### src/rtl/iram_fetch_unit.sv
// iram_fetch_unit: PC-driven fetch from a registered-read instruction ROM with a valid/ready hand-off to decode.
// Define IRAM_FETCH_COUNT_EN to add the saturating fetch_count acceptance counter.
module iram_fetch_unit #(
  parameter int ADDR_W = 8,
  parameter int DATA_W = 16,
  parameter logic [ADDR_W-1:0] START_ADDR = '0,
  parameter logic [3:0] END_OPCODE = 4'b1111
) (
  input  logic              clock,
  input  logic              reset_n,
  input  logic              start,
  output logic [ADDR_W-1:0] iram_address,
  input  logic [DATA_W-1:0] iram_q,
  output logic [DATA_W-1:0] ir,
  output logic [ADDR_W-1:0] ir_pc,
  output logic              ir_valid,
  input  logic              ir_ready,
  input  logic              branch_valid,
  input  logic [ADDR_W-1:0] branch_target,
`ifdef IRAM_FETCH_COUNT_EN
  output logic [15:0]       fetch_count,
`endif
  output logic              busy,
  output logic              halted
);
  typedef enum logic [2:0] {IDLE, ISSUE, CAPTURE, PRESENT, HALT} state_t;
  state_t            state_q, state_d;
  logic [ADDR_W-1:0] pc_q, pc_d, ir_pc_q, ir_pc_d;
  logic [DATA_W-1:0] ir_q, ir_d;
  logic              ir_valid_q, ir_valid_d;
  logic              accept, is_end, start_ok;
  assign accept       = ir_valid_q & ir_ready;
  assign is_end       = ir_q[DATA_W-1 -: 4] == END_OPCODE;
  assign start_ok     = start & (state_q == IDLE || state_q == HALT);
  assign iram_address = pc_q;
  assign ir           = ir_q;
  assign ir_pc        = ir_pc_q;
  assign ir_valid     = ir_valid_q;
  assign busy         = state_q == ISSUE || state_q == CAPTURE || state_q == PRESENT;
  assign halted       = state_q == HALT;
  always_comb begin
    state_d    = state_q;
    pc_d       = pc_q;
    ir_d       = ir_q;
    ir_pc_d    = ir_pc_q;
    ir_valid_d = ir_valid_q;
    case (state_q)
      IDLE, HALT: begin
        pc_d    = start ? START_ADDR : pc_q;
        state_d = start ? ISSUE : state_q;
      end
      ISSUE: state_d = CAPTURE;
      CAPTURE: begin
        ir_d       = iram_q;
        ir_pc_d    = pc_q;
        ir_valid_d = 1'b1;
        pc_d       = pc_q + ADDR_W'(1);
        state_d    = PRESENT;
      end
      PRESENT: if (accept) begin
        // An END word wins over any simultaneous redirect
        ir_valid_d = 1'b0;
        state_d    = is_end ? HALT : ISSUE;
        pc_d       = (!is_end && branch_valid) ? branch_target : pc_q;
      end
      default: state_d = IDLE;
    endcase
  end
  always_ff @(posedge clock) begin
    if (!reset_n) begin
      state_q    <= IDLE;
      pc_q       <= START_ADDR;
      ir_q       <= '0;
      ir_pc_q    <= '0;
      ir_valid_q <= 1'b0;
    end else begin
      state_q    <= state_d;
      pc_q       <= pc_d;
      ir_q       <= ir_d;
      ir_pc_q    <= ir_pc_d;
      ir_valid_q <= ir_valid_d;
    end
  end
`ifdef IRAM_FETCH_COUNT_EN
  logic [15:0] cnt_q, cnt_d;
  assign cnt_d       = start_ok ? '0 : (accept && cnt_q != 16'hFFFF) ? cnt_q + 16'd1 : cnt_q;
  assign fetch_count = cnt_q;
  always_ff @(posedge clock) begin
    if (!reset_n) cnt_q <= '0;
    else cnt_q <= cnt_d;
  end
`else
  logic unused_start_ok;
  assign unused_start_ok = start_ok;
`endif
endmodule

### config.mk
export PLATFORM = sky130hd
export DESIGN_NAME = iram_fetch_unit
export DESIGN_NICKNAME = d
export VERILOG_FILES = /design/src/rtl/iram_fetch_unit.sv
export SDC_FILE = /design/constraint.sdc
export NUM_CORES = 1
export LEC_CHECK = 0
export BUFFER_PORTS_ARGS = -buffer_cell sky130_fd_sc_hd__buf_2
export CAP_MARGIN = 20
export CELL_PAD_IN_SITES_DETAIL_PLACEMENT = 1
export CELL_PAD_IN_SITES_GLOBAL_PLACEMENT = 1
export CORE_MARGIN = 2
export CORE_UTILIZATION = 33
export DETAILED_ROUTE_END_ITERATION = 8
export MAX_ROUTING_LAYER = met4
export PLACE_DENSITY = 0.78
export SLEW_MARGIN = 20
export SYNTH_ARGS = -nofsm -noshare
export SYNTH_HDL_FRONTEND = slang
export SYNTH_SLANG_ARGS = --single-unit
### constraint.sdc
create_clock -name clock -period 1.6 [get_ports clock]
set_clock_uncertainty 0.05 [all_clocks]
set_input_delay 0.24 -clock clock [delete_from_list [all_inputs] [get_ports clock]]
set_output_delay 0.24 -clock clock [all_outputs]
set_load 0.005 [all_outputs]
==> results.tsv <==
stage	metric	value	unit
die	start_util	33.7	%
global_route	grt-ovfl-total	0	
critical_path	rr_worst_depth	5	
yosys	synth_ff_type	dfxtp_1	
sta	rsz0062_at_grt	false	
die	std_cell_rows	25	
power_and_ir_drop	power_leakage	0.948	nW
critical_path	worstReg2RegEnd	iram_address[7]	
clock_network	cts_tree	done	
sta	setup_viol	0	
routing	wl_per_cell	14.1	um
cells_and_area	final_core_util	45.9	%
sta	period_share	94.2	%
power_and_ir_drop	power	1.98	mW
placed_design	preCtsSetupSlack	0.202	ns
global_route	grt_pass1_vias	1671	
placed_design	place_hpwl	3410	um
global_route	grt_max_degree	30	
critical_path	cp.arrival	1.22	ns
placed_design	postPlaceCellArea	2030	sq um
routing	drtIter0Drc	51	
routing	wl	4620	um
critical_path	crit_path_start_kind	flop	
global_route	grt_first_pass_wirelength	7930	um
critical_path	endpoint_kind	output port	
yosys	synth_seq_area_share	45.8	%
cells_and_area	multi_input_area	791	sq um
die	die-area	5330	sq um
clock_network	clock_latency	0.29	ns
routing	drt-pass1-iter-count	4	
yosys	syn_inst	201	
critical_path	cp_max_fo	10	
worst_hold_path	hold_depth	3	
die	dieHeight	73.0	um
cells_and_area	drive_gt1_share	33.5	%
yosys	syn-num-nets	231	
critical_path	r2r-start	state_q[1]	
die	core-area	4660	sq um
cells_and_area	final_area	2140	sq um
clock_network	root_buffer	clkbuf_8	
critical_path	required	1.31	ns
clock_network	hold_buffers	0	
yosys	synth_commonest_cells	nand2_1, dfxtp_1, a21oi_1	
cells_and_area	areaGrowthSynthToFinish	36.0	%
sta	fin_ws	0.0929	ns
critical_path	rrSetupSlack	0.12	ns
worst_hold_path	min_from	iram_q[10]	
yosys	yosys-top-cells-area	dfxtp_1, nand2_1, a21oi_1, nand3_1, o21ai_0	
worst_hold_path	hp-class	input pin to flop	
power_and_ir_drop	ir_worst_vdd	0.472	mV
routing	ant_nets	0	
sta	tns	0	ns
clock_network	clk_pin_slew_worst_paths	0.08	ns
yosys	synth_top_area_share	45.8	%
yosys	synthArstFlopShare	0	%
die	fp.dieW	73.0	um
clock_network	numCtsBuffers	5	
clock_network	clk_path_buf_depth	2	
yosys	yosysWarnings	0	
yosys	yosysTopAreaCell	dfxtp_1	
cells_and_area	nets	304	
global_route	grt.total_usage	19.8	%
sta	max_freq	664	MHz
clock_network	cts_max_level	2	
flow_run	max-cap-violations	0	
cells_and_area	diodes	0	
routing	drc	0	
cells_and_area	seq_area	721	sq um
worst_hold_path	min_to	ir[10]	
sta	fin_crit	1.51	ns
yosys	synth_edf_count	0	
cells_and_area	fill_cells	611	
placed_design	gp_congestion	0.817	
global_route	antenna_found_initial	0	
power_and_ir_drop	p_per_area	927	nW/um^2
yosys	syn_area	1570	sq um
critical_path	critPathKind	flop to output port	
yosys	yosys.cell_types.count	31	
sta	hold_viol_final	0	
clock_network	clock-sinks	36	
routing	via_per_inst	5.06	
yosys	synth_most_common_cell	nand2_1	
sta	max_slew_margin	78.4	%
yosys	ys_ff_latch	36	
sta	maxSlewViolCount	0	
yosys	postSynthAreaPerCell	7.82	sq um
routing	vias	1666	
die	top_level_ports	64	
sta	tightest_slew	0.325	ns
status	status	complete, no violations	
placed_design	io_buffers	63	
==> report_power, final <==
part,internal [mW],switching (mW)
Combinational,0.150,0.189
Clock,0.350,0.328
Sequential,0.936,0.0304
Total,1.44,0.547
==> area by class of cell <==
type / count / share of cell area [%]
multi-input cells: 148 / 37.0
flip-flops and latches: 36 / 33.7
repair buffers: 78 / 20.9
clock buffers: 7 / 4.04
well taps: 54 / 3.16
inverters: 5 / 0.877
clock inverters: 1 / 0.351
==> per-stage QoR <==
stage | hold WS [ns] | instances
floorplan | 0.326 | 201
global placement | 0.389 | 321
detailed placement | 0.397 | 321
CTS | 0.125 | 329
global route | 0.126 | 329
finish | 0.132 | 329
==> registers in the layout, summed over array words and instances (netlist names) <==
register / count
iram_address: 8
ir_valid: 1
ir: 16
state_q: 3
ir_pc: 8
==> worst max-delay path, stage by stage, from the launching register on <==
cell,delay [ns]
dfxtp_1,0.32
buf_6,0.14
buf_6,0.14
nor2_4,0.11
nand2_2,0.07
inv_1,0.05
buf_2,0.10
==> repair_timing <==
action / CTS / global route
pin swaps: 0 / 1
gates resized for setup: 1 / 5
buffers inserted: 0 / 0
endpoints found under the setup margin: 2 / 2
==> cells by family after synthesis <==
group                    count (synthesis)  share of synthesized area (%)
XOR/XNOR                                 3                           1.67
multiplexers                             1                          0.716
buffers and inverters                   17                           4.85
adder cells (fa/ha/maj)                  1                          0.795
AO/OA/AOI/OAI                           50                           20.1
AND/OR/NAND/NOR                         93                           26.0
flip-flops                              36                           45.8
==> layer usage <==
layer  global-route usage, %  routed length (um)  up-vias
li1                        -                   -      836
met1                    23.8                2160      779
met2                    33.3                2230       43
met3                    3.73                 177        8
met4                    6.17                  61        0
met5                       -                   0        -
==> worst max path at each step <==
stage          startpoint         endpoint  cells past startpoint
2_1_floorplan  state_q[0]  iram_address[6]                      5
3_3_place_gp       ir[15]  iram_address[2]                      5
3_5_place_dp   state_q[0]  iram_address[7]                      5
4_1_cts        state_q[0]             busy                      5
5_1_grt        state_q[0]           halted                      6
6_report       state_q[0]           halted                      6
==> layout by cell type, fill, tap and decap left out, types with 3 or more instances in the layout <==
master and n:
buf_2 63, nand2_1 61, dfxtp_1 36, a21oi_1 30
buf_4 12, nand3_1 11, o21ai_0 7, clkbuf_8 6
inv_1 5, nor2_1 3, xnor2_1 3, o2111ai_1 3
Note: power is estimated with default switching activity, not from simulation.
